==> config.mk <==
export PLATFORM = sky130hd
export DESIGN_NAME = ika2151_regwr_scheduler
export DESIGN_NICKNAME = d
export VERILOG_FILES = /design/src/rtl/ika2151_regwr_scheduler.sv
export SDC_FILE = /design/constraint.sdc
export NUM_CORES = 1
export LEC_CHECK = 0
export CORE_ASPECT_RATIO = 1.5
export CORE_MARGIN = 2
export CORE_UTILIZATION = 58
export DETAILED_ROUTE_END_ITERATION = 16
export PLACE_DENSITY = 0.76
export SLEW_MARGIN = 20
export SYNTH_ARGS = -nofsm -noshare
export SYNTH_HDL_FRONTEND = slang
export SYNTH_SLANG_ARGS = --single-unit
==> constraint.sdc <==
create_clock -name i_EMUCLK -period 4.15 [get_ports i_EMUCLK]
set_input_delay 0.83 -clock i_EMUCLK [delete_from_list [all_inputs] [get_ports i_EMUCLK]]
set_output_delay 0.83 -clock i_EMUCLK [all_outputs]
set_load 0.01 [all_outputs]
==> src/rtl/ika2151_regwr_scheduler.sv <==
`timescale 1ns/1ps
// ika2151_regwr_scheduler
// Sits between the host bus interface and the OPM register file. Host
// address writes update an address latch. Host data writes are paired with
// that latched address and queued in a small FIFO. Once per 32-slot frame,
// on the CYCLE_31 phi1 tick, the head entry is committed to the register
// file as a one-phi1-cycle write pulse. BUSY tells the host to back off
// while writes are still settling or queued.
//
// Handshake summary:
//   Host side: i_WR_STB is a single-EMUCLK strobe with no ready/backpressure.
//   A data strobe is accepted when the FIFO is not full. If the FIFO is full,
//   the strobe is lost and o_DROP is high for that same EMUCLK cycle. o_BUSY
//   is the advisory flow-control signal.
//   Register-file side: o_REG_WR acts as a valid with no ready. o_REG_ADDR and
//   o_REG_DATA are stable for the whole phi1 cycle in which o_REG_WR is high.
//   They keep their last committed values afterwards.
module ika2151_regwr_scheduler #(
  parameter int DEPTH       = 4,
  parameter int BUSY_CYCLES = 32
) (
  input  logic                   i_EMUCLK,
  input  logic                   i_RST,
  input  logic                   i_phi1_NCEN_n,
  input  logic                   i_MRST_n,
  input  logic                   i_CYCLE_31,
  input  logic                   i_WR_STB,
  input  logic                   i_A0,
  input  logic [7:0]             i_DIN,
  output logic                   o_BUSY,
  output logic                   o_REG_WR,
  output logic [7:0]             o_REG_ADDR,
  output logic [7:0]             o_REG_DATA,
  output logic [$clog2(DEPTH):0] o_LEVEL,
  output logic                   o_DROP
);

  localparam int AW = $clog2(DEPTH);
  localparam int LW = AW + 1;
  localparam logic [LW-1:0] FULL_LEVEL = LW'(DEPTH);
  localparam logic [7:0]    BUSY_LOAD  = 8'(BUSY_CYCLES);

  // Frame-level qualifiers
  logic tick;       // phi1 tick: the only edges the core timing advances on
  logic flush;      // core reset tick: empties the queue, keeps the address
  logic commit;     // frame commit slot
  logic addr_wr;    // host address write taking effect this edge
  logic data_wr;    // host data write taking effect this edge
  logic fifo_full;
  logic fifo_empty;
  logic push;
  logic pop;

  // Storage
  logic [7:0]    addr_latch;
  logic [15:0]   mem [DEPTH];
  logic [AW-1:0] wr_ptr;
  logic [AW-1:0] rd_ptr;
  logic [LW-1:0] level;
  logic [7:0]    busy_cnt;
  logic          reg_wr;
  logic [7:0]    reg_addr;
  logic [7:0]    reg_data;

  assign tick       = ~i_phi1_NCEN_n;
  assign flush      = tick & ~i_MRST_n;
  assign commit     = tick & i_MRST_n & i_CYCLE_31;

  // A host write that lands on the flush edge is thrown away with the queue.
  assign addr_wr    = i_WR_STB & ~i_A0 & ~flush;
  assign data_wr    = i_WR_STB &  i_A0 & ~flush;

  assign fifo_full  = (level == FULL_LEVEL);
  assign fifo_empty = (level == '0);

  // Fullness and emptiness are judged on the state before this edge.
  // A push into an empty queue therefore cannot be popped on the same edge.
  assign push       = data_wr & ~fifo_full;
  assign pop        = commit & ~fifo_empty;

  assign o_DROP     = data_wr & fifo_full;
  assign o_BUSY     = (busy_cnt != 8'd0) | ~fifo_empty;
  assign o_LEVEL    = level;
  assign o_REG_WR   = reg_wr;
  assign o_REG_ADDR = reg_addr;
  assign o_REG_DATA = reg_data;

  // Address latch. It is cleared only by the hard reset and survives a core reset.
  always_ff @(posedge i_EMUCLK or posedge i_RST) begin
    if (i_RST) begin
      addr_latch <= 8'h00;
    end else if (addr_wr) begin
      addr_latch <= i_DIN;
    end
  end

  // Queue storage. Each entry is {address held before the strobe, data}.
  always_ff @(posedge i_EMUCLK or posedge i_RST) begin
    if (i_RST) begin
      for (int i = 0; i < DEPTH; i++) begin
        mem[i] <= '0;
      end
    end else if (push) begin
      mem[wr_ptr] <= {addr_latch, i_DIN};
    end
  end

  // Queue pointers and occupancy. Pointers wrap naturally because DEPTH is a power of two.
  always_ff @(posedge i_EMUCLK or posedge i_RST) begin
    if (i_RST) begin
      wr_ptr <= '0;
      rd_ptr <= '0;
      level  <= '0;
    end else if (flush) begin
      wr_ptr <= '0;
      rd_ptr <= '0;
      level  <= '0;
    end else begin
      if (push) begin
        wr_ptr <= wr_ptr + AW'(1);
      end
      if (pop) begin
        rd_ptr <= rd_ptr + AW'(1);
      end
      level <= level + LW'(push) - LW'(pop);
    end
  end

  // Busy hold-off counter. A fresh accepted write reloads it, taking priority over a tick decrement.
  always_ff @(posedge i_EMUCLK or posedge i_RST) begin
    if (i_RST) begin
      busy_cnt <= 8'd0;
    end else if (flush) begin
      busy_cnt <= 8'd0;
    end else if (push) begin
      busy_cnt <= BUSY_LOAD;
    end else if (tick && busy_cnt != 8'd0) begin
      busy_cnt <= busy_cnt - 8'd1;
    end
  end

  // Commit stage: register the popped entry and hold the write pulse for exactly one phi1 cycle.
  always_ff @(posedge i_EMUCLK or posedge i_RST) begin
    if (i_RST) begin
      reg_wr   <= 1'b0;
      reg_addr <= 8'h00;
      reg_data <= 8'h00;
    end else if (tick) begin
      reg_wr <= pop;
      if (pop) begin
        reg_addr <= mem[rd_ptr][15:8];
        reg_data <= mem[rd_ptr][7:0];
      end
    end
  end

endmodule

Word level (Yosys, flattened, before mapping)
Index checks and enable logic that the tools add are counted.

Flip-flop bits (word level): 104. Input bits: 15.

Add/sub/neg operators: 5. Order comparisons: 3. Equality and inequality tests: 1. Multiplexer cells: 14. Bitwise gates (word level): 19. Reductions and logical operators: 8.

Operators by type and width (number): $bwmux W64 (1); $mux W16 (3); $bmux W16 S2 (1); $demux W16 S2 (1); $mux W8 (3); $and A1 B1 Y1 (10); $mux W2 (4); $reduce_bool A8 Y1 (1); $sub A8 B1 Y8 const B (1); $ge A3 B3 Y1 const B (2); $not A1 Y1 (6); $not A2 Y3 (2); $add A2 B1 Y2 const B (2); $reduce_bool A2 Y1 (2); $add A3 B1 Y3 (1); $eq A3 B3 Y1 const B (1); $logic_not A3 Y1 (1); $lt A3 B1 Y1 const B (1); $mux W3 (1); $reduce_bool A3 Y1 (1); $sub A3 B1 Y3 (1); $logic_and A1 B1 Y1 (2); $reduce_and A2 Y1 (1); $or A1 B1 Y1 (1).

Logic depth before layout (Yosys ltp)
Depth after elaboration: 8. Depth in mapped cells: 11. Mapped depth without buffers: 9.

Worst setup path after synthesis
Ideal clock, no wire load.

Path type: input -> register. From: in i_phi1_NCEN_n. To: reg level[2] (netlist: o_LEVEL[2]). Library setup time: 0.086 ns. Arrival time: 2.835 ns. Setup slack: 1.229 ns. Stages on the path: 11. Path buffers: 2. Cells stage by stage: buf_2 nand3b_1 nor2_2 buf_4 xor2_1 ha_1 inv_1 fa_1 xor2_1 and2_1 nor3_1.

Longest elaborated chain between the ends: 8. Elaborated cells between the ends (all ways): 11. Those cells by class: add/sub (2); mux (1); bitwise (8).

RTL lines: start, declared (RTL line 24) `input logic i_phi1_NCEN_n,`; $not A1 Y1 (no line) (*); $and A1 B1 Y1 (RTL line 66) `assign flush = tick & ~i_MRST_n;`; $not A1 Y1 (RTL line 71) `assign data_wr = i_WR_STB & i_A0 & ~flush;`; $and A1 B1 Y1 (RTL line 71); $and A1 B1 Y1 (RTL line 78) `assign push = data_wr & ~fifo_full;`; $add A3 B1 Y3 (RTL line 125) `level <= level + LW'(push) - LW'(pop);`; $sub A3 B1 Y3 (RTL line 125); $mux W3 (*) (RTL line 114) `end else if (flush) begin`; end signal, assigned (RTL line 125); end, declared (RTL line 59) `logic [LW-1:0] level;`.

Every way passes the cells marked *; elsewhere a longest branch is shown, timed or not. A chain may end at the register's enable or synchronous reset.

Final worst setup path
From: in i_phi1_NCEN_n. To: out o_DROP.

Longest elaborated chain between the ends: 5.

RTL lines: $not A1 Y1 (no line); $and A1 B1 Y1 (RTL line 66); $not A1 Y1 (RTL line 71); $and A1 B1 Y1 (RTL line 71); $and A1 B1 Y1 (RTL line 81) `assign o_DROP = data_wr & fifo_full;`; end, declared (RTL line 35) `output logic o_DROP`.

Every way passes these cells.

==> impl_metrics.csv <==
group,metric,value,unit
yosys,synthSimpleGateAreaFrac,0.0555,
global_routing,grt_max_degree,63,
sta,slew_headroom,0.397,
worst_setup_path,crit_path_start,"i_phi1_NCEN_n",
final_layout,layoutNonFillerInstCount,455,
floorplan,pin_count,37,
yosys,synth-edff-count,0,
final_layout,design.final.nets,368,
clock_network,ctsRootBufferMaster,"clkbuf_16",
global_routing,grt_pass1_wl,14.3,mm
yosys,synthXorXnorAreaFrac,0.00377,
clock_network,cts_resized,0,
yosys,synth_top_family_by_area,"multiplexers",
worst_setup_path,crit_path_max_incr_delay,0.56,ns
worst_setup_path,end_kind,"primary output",
clock_network,cts_tree,"built",
drt,drtPass1Iterations,4,
pwr,p_leak,2.36,nW
global_routing,grt_use_total,0.216,
yosys,ys_warn_count,0,
yosys,syn_area_per_cell,15.2,µm²
yosys,ys_seq_elements,104,
drt,drt-total-wl,8.62,mm
worst_setup_path,arrival,2.48,ns
drt,dr_total_vias,2614,
job,drv_cap,0,
worst_setup_path,worstPathCellList,"clkdlybuf4s50_1 > o211ai_1 > nor2_1 > clkdlybuf4s50_1",
clock_network,clockBufferDepth,2,
worst_hold_path,min_from,"mem[30]",
sta,worst_pin_slew,0.900,ns
clock_network,cts-hold-fix-buffers,0,
sta,fmaxAchievable,302,MHz
drt,vias_per_cell,5.75,
pwr,ir_worst_vdd,0.455,mV
yosys,syn_inst,306,
yosys,synthAdderAreaFrac,0.0231,
place,io_buffers,36,
floorplan,die_w,77.1,µm
sta,hold_violations,0,
sta,slew_viol_final,0,
drt,drc,0,
floorplan,num_rows,40,
worst_hold_path,min_path_type,"reg -> reg",
final_layout,syn_to_final_growth,16.1,%
floorplan,initial_core_util,0.588,
place,placed_cells,439,
sta,rsz0062_at_grt,"false",
yosys,synth-async-reset-ratio,1.00,
worst_setup_path,crit_family,"buffers and inverters",
global_routing,grt_pass1_vias,2816,
sta,setup_viol,0,
sta,fin_setup_tns,0,ns
clock_network,cts_max_level,3,
yosys,yosys.cell_types.count,41,
final_layout,mostFrequentLayoutCells,"dfrtp_1 (104), mux2_2 (88), clkdlybuf4s50_1 (36)",
worst_setup_path,crit_path_max_fanout,11,
place,dpl.hpwl,5.73,mm
worst_setup_path,cpMostUsedCell,"clkdlybuf4s50_1",
floorplan,coreArea,7910,µm²
yosys,synth.area.mux_share,0.297,
sta,clock_skew,0.00917,ns
clock_network,insertion_delay,0.34,ns
global_routing,overflow,0,
place,gp_congestion,0.784,
yosys,ys.flop_type,"dfrtp_1",
drt,ant_nets,0,
final_layout,final_layout_size_suffix_gt1_frac,0.380,
drt,dr.first_iter.drc_count,137,
final_layout,nFillCells,609,
floorplan,die_y,114,µm
outcome,status,"finished, final reports clean",
drt,routedWlPerCell,19.0,µm
final_layout,n_antenna_cell,0,
final_layout,layout.cells.most_common,"dfrtp_1",
final_layout,seqCellArea,2600,µm²
sta,min_period_over_period,0.797,
clock_network,cts_setup_buffers,0,
worst_setup_path,path_class,"in -> out",
yosys,synth_nets,329,
worst_setup_path,worstPathRequired,3.32,ns
worst_setup_path,critPathLaunchType,"input pin",
final_layout,multi_input_area,1950,µm²
worst_setup_path,cpMaxStageDelayCell,"clkdlybuf4s50_1",
clock_network,numCtsBuffers,9,
yosys,seq_area_frac_synth,0.560,
global_routing,antenna_found_initial,0,
yosys,syn-cell-area,4650,µm²
floorplan,dieArea,8760,µm²
clock_network,clock-sinks,104,
yosys,synth-compound-area-share,0.0398,
pwr,powerDensity,700,nW/µm²
clock_network,path_clk_slew,0.06,ns
worst_setup_path,path_buf_inv,2,
sta,min_period,3.31,ns
worst_setup_path,r2r-start,"o_LEVEL[1]",
final timing paths:
path | slack, ns | to | cells past startpoint
worst max-delay path | 0.84 | o_DROP | 4
worst min-delay path | 0.50 | mem[30] | 1
worst max register to register | 1.62 | o_LEVEL[2] | 9
worst min register to register | 0.50 | mem[30] | 1
max in group asynchronous | 2.45 | o_REG_ADDR[5] | 3
min in group asynchronous | 0.98 | mem[20] | 2
kinds of logic after synthesis:
family,Yosys count
mux,107
flops,104
simple gates,39
compound gates,27
buf+inv,19
fa+ha+maj,8
xor+xnor,2
through the flow:
stage	setup WS [ns]	cell area, µm²	hold WS [ns]	power, mW	utilization
3_3_place_gp	0.816	5120	0.481	2.97	0.647
6_report	0.841	5400	0.499	3.78	0.682
4_1_cts	0.845	5400	0.501	3.83	0.682
5_1_grt	0.725	5400	0.505	4.01	0.682
2_1_floorplan	0.588	4650	0.474	2.56	-
3_5_place_dp	0.729	5120	0.487	3.04	0.647
area by class of cell:
class / count / area share
clock buffers: 14 / 0.0489
clock inverters: 2 / 0.00255
inverters: 6 / 0.00464
multi-input cells: 183 / 0.361
flip-flops and latches: 104 / 0.482
well taps: 105 / 0.0243
repair buffers: 41 / 0.0760
sequential cells by signal, summed over array words and instances, names as in the netlist:
register    count
rd_ptr          2
o_REG_DATA      8
o_LEVEL         3
addr_latch      8
mem            64
wr_ptr          2
busy_cnt        8
o_REG_ADDR      8
o_REG_WR        1
cells in the mapped netlist (4+ instances only):
master | n | share of area
buf_4 | 5 | 0.0081
inv_1 | 6 | 0.0048
o21ai_0 | 5 | 0.0054
a21oi_1 | 7 | 0.0075
dfrtp_1 | 104 | 0.56
ha_1 | 7 | 0.019
buf_2 | 5 | 0.0054
mux2_2 | 88 | 0.21
nor2_1 | 6 | 0.0048
o211ai_1 | 4 | 0.0065
nor3_1 | 4 | 0.0043
nand3_2 | 4 | 0.0086
mux4_2 | 16 | 0.078
metal layers:
metal | share of wire | GRT usage
met4 | 0.015 | 0.0702
met1 | 0.42 | 0.275
met2 | 0.54 | 0.375
met5 | 0 | 0
met3 | 0.027 | 0.0443
power by group:
group	internal [mW]	total, mW	switching (mW)
Sequential	1.45	1.71	0.260
Clock	0.440	0.782	0.341
Combinational	0.788	1.29	0.503
worst register-to-register path: cells and delay by family, from the launching register on:
family	cells	cell delay, ns
adders and majority gates	2	0.53
and+or+nand+nor	4	1.05
buffers and inverters	1	0.04
xor gates and xnor gates	2	0.38
DFF	1	0.46
Power figures use the tool's default switching activity.
